$ cat config.mk
export PLATFORM = sky130hd
export DESIGN_NAME = usr_seq_ctrl
export DESIGN_NICKNAME = d
export VERILOG_FILES = /design/src/rtl/usr_seq_ctrl.sv
export SDC_FILE = /design/constraint.sdc
export NUM_CORES = 1
export LEC_CHECK = 0
export ABC_CLOCK_PERIOD_IN_PS = 3300
export CAP_MARGIN = 20
export CELL_PAD_IN_SITES_DETAIL_PLACEMENT = 1
export CELL_PAD_IN_SITES_GLOBAL_PLACEMENT = 1
export CORE_ASPECT_RATIO = 0.9
export CORE_MARGIN = 2
export CORE_UTILIZATION = 35
export CTS_CLUSTER_SIZE = 12
export DETAILED_ROUTE_END_ITERATION = 6
export PLACE_DENSITY_LB_ADDON = 0.1
export SLEW_MARGIN = 20
export SYNTH_ARGS = -nofsm -noshare
export SYNTH_HDL_FRONTEND = slang
export SYNTH_SLANG_ARGS = --single-unit
$ cat constraint.sdc
create_clock -name clk -period 3.3 [get_ports clk]
set_clock_uncertainty 0.15 [all_clocks]
set_input_delay 0.66 -clock clk [delete_from_list [all_inputs] [get_ports clk]]
set_output_delay 0.66 -clock clk [all_outputs]
set_load 0.02 [all_outputs]
$ cat src/rtl/usr_seq_ctrl.sv
// usr_seq_ctrl: sequencing controller for a 4-bit universal shift register.
// Loads a captured word, then issues a programmed number of left/right
// shifts that either fill with a constant bit or rotate the end bit back in.
// s, x, busy and done are registered; lsi/rsi are decoded from the registered
// state, the captured controls and the register's q feedback.
// Optional build macro: USR_SEQ_ABORT_EN adds an abort input that cancels a
// running operation (LOAD or SHIFT) without pulsing done.
module usr_seq_ctrl #(
  parameter int WIDTH = 4,
  parameter int CNT_W = 3
) (
  input  logic             clk,
  input  logic             reset,
  input  logic             start,
  input  logic [WIDTH-1:0] data_in,
  input  logic             dir,
  input  logic [CNT_W-1:0] count,
  input  logic             rot,
  input  logic             fill_bit,
  input  logic [WIDTH-1:0] q_fb,
`ifdef USR_SEQ_ABORT_EN
  input  logic             abort,
`endif
  output logic [1:0]       s,
  output logic [WIDTH-1:0] x,
  output logic             lsi,
  output logic             rsi,
  output logic             busy,
  output logic             done
);

  typedef enum logic [1:0] {
    IDLE  = 2'd0,
    LOAD  = 2'd1,
    SHIFT = 2'd2,
    DONE  = 2'd3
  } state_t;

  localparam logic [1:0] S_HOLD  = 2'b00;
  localparam logic [1:0] S_RIGHT = 2'b01;
  localparam logic [1:0] S_LEFT  = 2'b10;
  localparam logic [1:0] S_LOAD  = 2'b11;

  state_t           state;
  logic [CNT_W-1:0] remaining;
  logic [CNT_W-1:0] cnt_r;
  logic             dir_r;
  logic             rot_r;
  logic             fill_r;

  logic             abort_req;
  logic             q_msb;
  logic             q_lsb;
  logic             serial;

`ifdef USR_SEQ_ABORT_EN
  assign abort_req = abort;
`else
  assign abort_req = 1'b0;
`endif

  // End bits of the register, taken as whole-vector reductions so every
  // feedback bit is consumed.
  assign q_msb = |(q_fb >> (WIDTH - 1));
  assign q_lsb = |(q_fb & WIDTH'(1));

  // Serial value for the active shift direction; the idle serial input is 0.
  always_comb begin
    serial = fill_r;
    if (rot_r) serial = dir_r ? q_msb : q_lsb;
    lsi = 1'b0;
    rsi = 1'b0;
    if (state == SHIFT) begin
      if (dir_r) lsi = serial;
      else       rsi = serial;
    end
  end

  // Sequencer FSM with registered mode/handshake outputs.
  // NOTE: every state and output register uses <= so all of them update from
  // the same pre-edge values; blocking assignments here would race.
  always_ff @(posedge clk) begin
    if (reset) begin
      state     <= IDLE;
      s         <= S_HOLD;
      x         <= '0;
      busy      <= 1'b0;
      done      <= 1'b0;
      remaining <= '0;
      cnt_r     <= '0;
      dir_r     <= 1'b0;
      rot_r     <= 1'b0;
      fill_r    <= 1'b0;
    end else begin
      done <= 1'b0;
      case (state)
        IDLE: begin
          s    <= S_HOLD;
          busy <= 1'b0;
          if (start) begin
            x      <= data_in;
            cnt_r  <= count;
            dir_r  <= dir;
            rot_r  <= rot;
            fill_r <= fill_bit;
            s      <= S_LOAD;
            busy   <= 1'b1;
            state  <= LOAD;
          end
        end
        LOAD: begin
          remaining <= cnt_r;
          if (cnt_r == '0) begin
            s     <= S_HOLD;
            busy  <= 1'b0;
            done  <= 1'b1;
            state <= DONE;
          end else begin
            s     <= dir_r ? S_LEFT : S_RIGHT;
            state <= SHIFT;
          end
        end
        SHIFT: begin
          remaining <= remaining - 1'b1;
          if (remaining == CNT_W'(1)) begin
            s     <= S_HOLD;
            busy  <= 1'b0;
            done  <= 1'b1;
            state <= DONE;
          end
        end
        default: begin
          s     <= S_HOLD;
          busy  <= 1'b0;
          state <= IDLE;
        end
      endcase
      // Abort only matters while the register is being driven.
      if (abort_req && (state == LOAD || state == SHIFT)) begin
        s         <= S_HOLD;
        busy      <= 1'b0;
        done      <= 1'b0;
        remaining <= '0;
        state     <= IDLE;
      end
    end
  end

endmodule

==> report_table.html <==
<table>
<tr><th>Metric</th><th>Value</th></tr>
<tr><th colspan="2">Global route</th></tr>
<tr><td>Number of antenna violations at the first check in global routing</td><td>0</td></tr>
<tr><td>Total overflow reported by the global router</td><td>0</td></tr>
<tr><td>Wire length of the first global-routing pass</td><td>3860 um</td></tr>
<tr><td>Total global-route track usage</td><td>17.6%</td></tr>
<tr><td>Number of global-route vias before repair</td><td>slightly above 800</td></tr>
<tr><td>Pin count of the biggest net entering global routing</td><td>20</td></tr>
<tr><th colspan="2">Worst setup path</th></tr>
<tr><td>Kind of end point of the critical path</td><td>output pin</td></tr>
<tr><td>Crit path launch type</td><td>flip-flop</td></tr>
<tr><td>Maximum fanout encountered on the critical timing path</td><td>9</td></tr>
<tr><td>Arrival @ worst endpoint</td><td>2.17 ns</td></tr>
<tr><td>Start-to-end type of the worst setup path</td><td>flip-flop to output pin</td></tr>
<tr><td>CP Data Required Time</td><td>~2.5 ns</td></tr>
<tr><th colspan="2">Timing</th></tr>
<tr><td>Unrepaired setup endpoints after global routing</td><td>false</td></tr>
<tr><td>Setup TNS Final</td><td>0 ns</td></tr>
<tr><td>Setup violations, final</td><td>0</td></tr>
<tr><td>Measured slew at the worst slew-check pin</td><td>0.778 ns</td></tr>
<tr><td>Final worst-path cycle share</td><td>90.3%</td></tr>
<tr><td>Final worst path period need</td><td>2.98 ns</td></tr>
<tr><td>Number of hold violations in the final report</td><td>0</td></tr>
<tr><td>Worst slew slack as a fraction of its limit</td><td>48.0%</td></tr>
<tr><td>Number of max-slew violations in the final report</td><td>0</td></tr>
<tr><td>Fmax</td><td>0.335 GHz</td></tr>
<tr><th colspan="2">Layout</th></tr>
<tr><td>Area grow syn2layout</td><td>30.2%</td></tr>
<tr><td>Final core occ</td><td>slightly below 50%</td></tr>
<tr><td>Register cell area after layout</td><td>380 um2</td></tr>
<tr><td>Total of fill cells in the finished design</td><td>304</td></tr>
<tr><td>Commonest non-fill, non-tap cells in the layout</td><td>sky130_fd_sc_hd__nand2_1, sky130_fd_sc_hd__clkdlybuf4s50_1, sky130_fd_sc_hd__dfxtp_1</td></tr>
<tr><td>Diodes inserted</td><td>0</td></tr>
<tr><td>Footprint of the multi-input gates</td><td>473 um2</td></tr>
<tr><td>Share of final-layout standard cells stronger than drive strength 1</td><td>6.06%</td></tr>
<tr><td>Final #Nets</td><td>156</td></tr>
<tr><th colspan="2">Floorplanning</th></tr>
<tr><td>Vertical die dimension</td><td>around 52 um</td></tr>
<tr><td>Num ports</td><td>27</td></tr>
<tr><td>Core box area</td><td>0.00245 mm2</td></tr>
<tr><td>Width of the chip</td><td>57.5 um</td></tr>
<tr><td>Die area</td><td>0.00300 mm2</td></tr>
<tr><td>Initial cell density of the core</td><td>36.9%</td></tr>
<tr><td>Number of rows created at floorplan</td><td>17</td></tr>
<tr><th colspan="2">Routing</th></tr>
<tr><td>Routed vias/inst</td><td>5.12</td></tr>
<tr><td>Remaining antenna violation count after routing</td><td>0</td></tr>
<tr><td>First drt pass iteration count</td><td>4</td></tr>
<tr><td>Via Count</td><td>819</td></tr>
<tr><td>Number of DRC violations after detailed routing</td><td>0</td></tr>
<tr><td>Detailed Route Iter0 Violations</td><td>12</td></tr>
<tr><td>Avg WL per Cell</td><td>14.6 um</td></tr>
<tr><td>Wire length after detailed routing</td><td>2330 um</td></tr>
<tr><th colspan="2">Power and ir drop</th></tr>
<tr><td>Maximum vdd ir drop</td><td>0.513 mV</td></tr>
<tr><td>Lkg Pwr</td><td>0.461 nW</td></tr>
<tr><td>P per Cell Area</td><td>791 mW/mm2</td></tr>
<tr><td>Seq pwr share</td><td>between 30% and 40%</td></tr>
<tr><td>Power dissipated by switching net loads</td><td>0.385 mW</td></tr>
<tr><td>Fraction of power spent switching nets</td><td>41.5%</td></tr>
<tr><td>Internal portion of total power</td><td>0.544 mW</td></tr>
<tr><td>Clock power share</td><td>about an eighth</td></tr>
<tr><td>Comb pwr share</td><td>50.8%</td></tr>
<tr><th colspan="2">Yosys</th></tr>
<tr><td>Mean cell area of the mapped netlist</td><td>about 8.3 um2</td></tr>
<tr><td>Synthesis-stage register bit count</td><td>19</td></tr>
<tr><td>Net Count, Synth</td><td>132</td></tr>
<tr><td>Synth area leaders</td><td>sky130_fd_sc_hd__dfxtp_1, sky130_fd_sc_hd__nand2_1, sky130_fd_sc_hd__a21oi_1</td></tr>
<tr><td>Fraction of synthesized cell area taken by the top area cell type</td><td>42.2%</td></tr>
<tr><td>Netlist Area Pre-Place</td><td>902 um2</td></tr>
<tr><td>Yosys top cell by area</td><td>sky130_fd_sc_hd__dfxtp_1</td></tr>
<tr><td>Gate Count Post-Synth</td><td>109</td></tr>
<tr><td>Post-synth cell types</td><td>23</td></tr>
<tr><td>Post-synthesis sequential area ratio</td><td>between 40% and 50%</td></tr>
<tr><td>Warning count from the yosys run</td><td>0</td></tr>
<tr><th colspan="2">Clocking</th></tr>
<tr><td>Cts bufs inserted</td><td>3</td></tr>
<tr><td>CTS tree</td><td>done</td></tr>
<tr><td>Number of clock sinks</td><td>19</td></tr>
<tr><td>Clock edge transition at the registers on the reported setup and hold paths</td><td>0.11 ns</td></tr>
<tr><td>CTS H-tree depth</td><td>1</td></tr>
<tr><td>Clock latency reported for the late side of the worst-skew pair</td><td>~0.3 ns</td></tr>
<tr><td>Hold Buf Count CTS</td><td>0</td></tr>
<tr><td>Longest Clk Path Bufs</td><td>2</td></tr>
<tr><td>Number of gates given a new drive strength after cts</td><td>0</td></tr>
<tr><td>Root Buffer</td><td>sky130_fd_sc_hd__clkbuf_4</td></tr>
<tr><td>Number of buffers inserted to repair setup after CTS</td><td>0</td></tr>
<tr><th colspan="2">Place</th></tr>
<tr><td>Port Buf Inserts</td><td>24</td></tr>
<tr><td>RePlAce Congestion</td><td>0.799</td></tr>
<tr><td>Post-DP HPWL</td><td>about 1700 um</td></tr>
<tr><th colspan="2">Flow run</th></tr>
<tr><td>Max-capacitance violation count</td><td>0</td></tr>
<tr><th colspan="2">Status</th></tr>
<tr><td>Outcome</td><td>finished, final reports clean</td></tr>
<tr><th colspan="2">Worst hold path</th></tr>
<tr><td>Class of the most critical hold timing path</td><td>flip-flop to flip-flop</td></tr>
</table>
==> power by group through the flow <==
stage	Clock (mW)	Sequential, mW	Combinational (mW)
floorplan	0	0.363	0.302
global placement	0	0.337	0.452
detailed placement	0	0.341	0.476
CTS	0.127	0.336	0.476
global route	0.136	0.345	0.528
finish	0.122	0.336	0.472
==> per-stage QoR <==
step	area, um2	power, mW	setup WS [ns]	hold slack [ns]	std cells
2_1_floorplan	902	0.666	1.22	0.282	109
3_3_place_gp	1150	0.788	0.556	0.291	156
3_5_place_dp	1150	0.817	0.498	0.300	156
4_1_cts	1170	0.939	0.304	0.317	160
5_1_grt	1170	1.01	0.198	0.336	160
6_report	1170	0.929	0.319	0.313	160
==> synthesized netlist by cell type (all sizes together) <==
library cell and instances:
a211oi 2, a21oi 18, a22o 1, a22oi 1, a311oi 1, and2 1, and2b 1, buf 1
clkbuf 4, dfxtp 19, ha 6, inv 5, mux2i 5, nand2 24, nand2b 3, nor2 11
nor2b 2, nor3 1, o21ai 1, o31a 1, or4b 1
==> critical path, stage by stage (launching register included) <==
cell	delay, ns
sky130_fd_sc_hd__dfxtp_1	0.35
sky130_fd_sc_hd__inv_1	0.09
sky130_fd_sc_hd__ha_1	0.37
sky130_fd_sc_hd__inv_1	0.18
sky130_fd_sc_hd__nor3_1	0.22
sky130_fd_sc_hd__clkdlybuf4s50_1	0.65
==> cells by family (layout without fill, tap and decap cells) <==
group / Yosys count / count (layout) / synth area share (%)
AOI/OAI and AO/OA: 25 / 25 / 16.9
adders and majority gates: 6 / 6 / 8.32
buffers and inverters: 10 / 33 / 5.41
DFF: 19 / 19 / 42.2
muxes: 5 / 5 / 5.55
and+or+nand+nor: 44 / 44 / 21.6
==> routing by layer <==
metal,vias up,global-route usage (%),wire [um]
met3,4,3.23,78
met1,390,21.5,1100
li1,409,-,-
met2,16,29.2,1110
met5,-,0,0
met4,0,9.30,48
==> final cells by class <==
class	instances	area share (%)
Tap cell	28	2.98
Inverter	5	1.60
Clock buffer	3	1.92
Timing Repair Buffer	24	20.4
Clock inverter	1	0.426
Sequential cell	19	32.4
Multi-Input combinational cell	80	40.3
==> flip-flops by register name (all words and copies together), names as in the netlist <==
| name | count |
|---|---|
| busy | 1 |
| cnt_r | 3 |
| dir_r | 1 |
| done | 1 |
| fill_r | 1 |
| remaining | 3 |
| rot_r | 1 |
| s | 2 |
| state | 2 |
| x | 4 |
==> worst paths after layout <==
check	startpoint	end	slack (ns)	depth (start not counted)
worst max-delay path	state[0]	rsi	0.32	5
worst max register to register	state[0]	remaining[2]	1.52	6
worst min register to register	fill_r	fill_r	0.31	2
worst min-delay path	fill_r	fill_r	0.31	2
Power figures use the tool's default switching activity.
==> variant (config.mk and constraints unchanged) <==
Encoding of `state_t`: now one-hot (4 bits for 4 states).
--- a/src/rtl/usr_seq_ctrl.sv
+++ b/src/rtl/usr_seq_ctrl.sv
@@ -31,7 +31,7 @@
 
-  typedef enum logic [1:0] {
-    IDLE  = 2'd0,
-    LOAD  = 2'd1,
-    SHIFT = 2'd2,
-    DONE  = 2'd3
+  typedef enum logic [3:0] {
+    IDLE  = 4'b0001,
+    LOAD  = 4'b0010,
+    SHIFT = 4'b0100,
+    DONE  = 4'b1000
   } state_t;
Behaviour: same outputs for any inputs over 10 cycles, from zero or initial values and one cycle with reset high; not proved beyond that.
==> variant against the original RTL <==
- wire length decreased by 1.2%
- global-route usage decreased by 0.62 points
- worst setup slack got worse by 160 ps
- sequential cell count increased by 2
- area after synthesis increased by 3.5%
- via count increased by 8.8%
- design area increased by 6.4%
Power is not compared: it rests on default switching activity, and its combinational part moved more than twofold at a synthesized area within 25%.
==> variant: results (changes against the original RTL) <==
Parameter                              Value

Global routing
  Antenna violations before repair    0 (unchanged)
  Via count of the first global-routing pass    863 (+7.1%)
  First-pass GRT wire length    3930 um (+1.6%)
  Global-route total usage across every layer    16.9% (-0.62 points)
  Pin count of the biggest net entering global routing    20 (unchanged)

Setup path
  Cells on worst reg2reg path    4 (-2)
  Worst endpoint data arrival time    2330 ps (+160 ps)
  Worst-case register-to-register setup slack    1390 ps (-130 ps)
  Startpoint type of the worst setup path    register
  R2r endpoint    state[0]
  Largest fanout of any net on the critical path    8 (-1)
  Launch instance of the worst register-to-register path    state[2]

Logic synthesis
  Syn Area/Cell    8.72 um2 (+5.4%)
  Synth area leaders    sky130_fd_sc_hd__dfxtp_1, sky130_fd_sc_hd__nand3_1, sky130_fd_sc_hd__a21oi_1, sky130_fd_sc_hd__o21ai_0, sky130_fd_sc_hd__or4b_2
  Async set or reset register ratio after synthesis    0% (unchanged)
  Nets in the synthesized netlist    126 (-4.5%)
  Post-synth top cells    sky130_fd_sc_hd__dfxtp_1, sky130_fd_sc_hd__nand3_1, sky130_fd_sc_hd__a21oi_1
  Count of unique library cells instantiated by Yosys    27 (+17%)
  Syn. warnings    0 (unchanged)
  Most common cell in the synthesized netlist    sky130_fd_sc_hd__dfxtp_1
  Share of synthesized area occupied by flip-flops and latches    45.0% (+2.9 points)

Power and ir drop
  Cell-internal power    0.370 mW
  Lkg Pwr    0.444 nW

Cells and area
  Post-route insts no fill    160 (unchanged)
  Fraction of layout cells with a size suffix above 1    11.4% (+5.3 points)
  Final Net Count    152 (-2.6%)
  Antenna diode count    0 (unchanged)
  Registers with the highest flip-flop counts    state: 4 flops, x: 4 flops

Placed design
  Gp weighted congestion    0.736 (-7.9%)
  Final HPWL from detailed placement    1730 um (+0.24%)
  Count of port buffers added during placement    24 (unchanged)

Detailed routing
  Routed vias/inst    5.57 (+8.8%)
  Starting DRC count in detailed routing    16 (+4)
  Post-detailed-route wirelength per cell    14.4 um (-1.2%)
  Number of optimization iterations in the first detailed-route pass    4 (unchanged)

Run status
  Outcome    finished, final reports clean

Timing
  Worst-case hold slack    333 ps (+20.3 ps)
  Max-slew headroom at the worst pin    63.3% (+15 points)

Clocking
  Clock Tree Buf Depth    2 (unchanged)
  Number of H-tree levels    1 (unchanged)
  Clock buffers created by TritonCTS    3 (unchanged)
  Post-CTS setup buffer count    0 (unchanged)
  Clock-pin slew on the worst setup and hold paths    110 ps (about the same)

Worst hold path
  Hold Path Class    register to register
==> variant: changes by cell type after synthesis, moves of 3 or more <==
cell and change:
sky130_fd_sc_hd__ha_1 -4, sky130_fd_sc_hd__nand3_1 +15, sky130_fd_sc_hd__a31oi_1 +3, sky130_fd_sc_hd__nor4b_1 +3, sky130_fd_sc_hd__mux2i_1 -3, sky130_fd_sc_hd__nor2_1 -8, sky130_fd_sc_hd__o21ai_0 +10, sky130_fd_sc_hd__nand2_1 -22
sky130_fd_sc_hd__a21oi_1 -3, sky130_fd_sc_hd__or4b_2 +3
==> variant: area by class of cell <==
cell class                      count  area, um2
Clock buffer                        4       26.3
Fill cell                         300       1240
Inverter                            4       15.0
Multi-Input combinational cell     75        483
Sequential cell                    21        420
Tap cell                           28       35.0
Timing Repair Buffer               28        270
==> variant: power by group through the flow <==
stage	Sequential [mW]	Combinational (mW)	Clock [mW]
final	0.284	0.105	0.123
after global routing	0.287	0.116	0.140
after CTS	0.284	0.106	0.130
after detailed placement	0.290	0.106	0
after global placement	0.288	0.105	0
after floorplan	0.294	0.0515	0
==> variant: worst min-delay path by stage <==
stage,start,cells past startpoint,end
2_1_floorplan,remaining[0],2,remaining[0]
3_3_place_gp,x[0],2,x[0]
4_1_cts,busy,2,busy
3_5_place_dp,busy,2,busy
6_report,x[2],2,x[2]
5_1_grt,busy,2,busy
==> variant: per-layer routing <==
| metal | up-vias | track usage (%) | routed length (um) |
|---|---|---|---|
| met3 | 2 | 5.13 | 92 |
| met4 | 0 | 3.49 | 14 |
| met1 | 430 | 20.6 | 1090 |
| li1 | 445 | - | - |
| met2 | 14 | 29.4 | 1100 |
| met5 | - | 0 | 0 |
==> variant: cell families after synthesis <==
kind of cell | after synthesis | synth area share, %
xor+xnor | 1 | 0.939
fa+ha+maj | 2 | 2.68
buf+inv | 11 | 4.56
mux | 3 | 3.35
simple gates | 34 | 22.0
compound gates | 35 | 21.4
flops | 21 | 45.0
==> variant: worst max-delay path: stages (launching register included) <==
cell                              delay (ps)
sky130_fd_sc_hd__dfxtp_1                 500
sky130_fd_sc_hd__or4b_2                  700
sky130_fd_sc_hd__nor3_1                  200
sky130_fd_sc_hd__clkdlybuf4s50_1         630
==> variant: through the flow <==
stage                     setup WS (ps)  power, mW  instance area, um2  utilization, %
after floorplan                     941      0.346                 933               -
after global placement              487      0.393                1220            48.9
after detailed placement            478      0.396                1220            48.9
after CTS                           174      0.520                1240            50.0
after global routing               46.7      0.544                1250            50.2
final                               156      0.512                1250            50.2
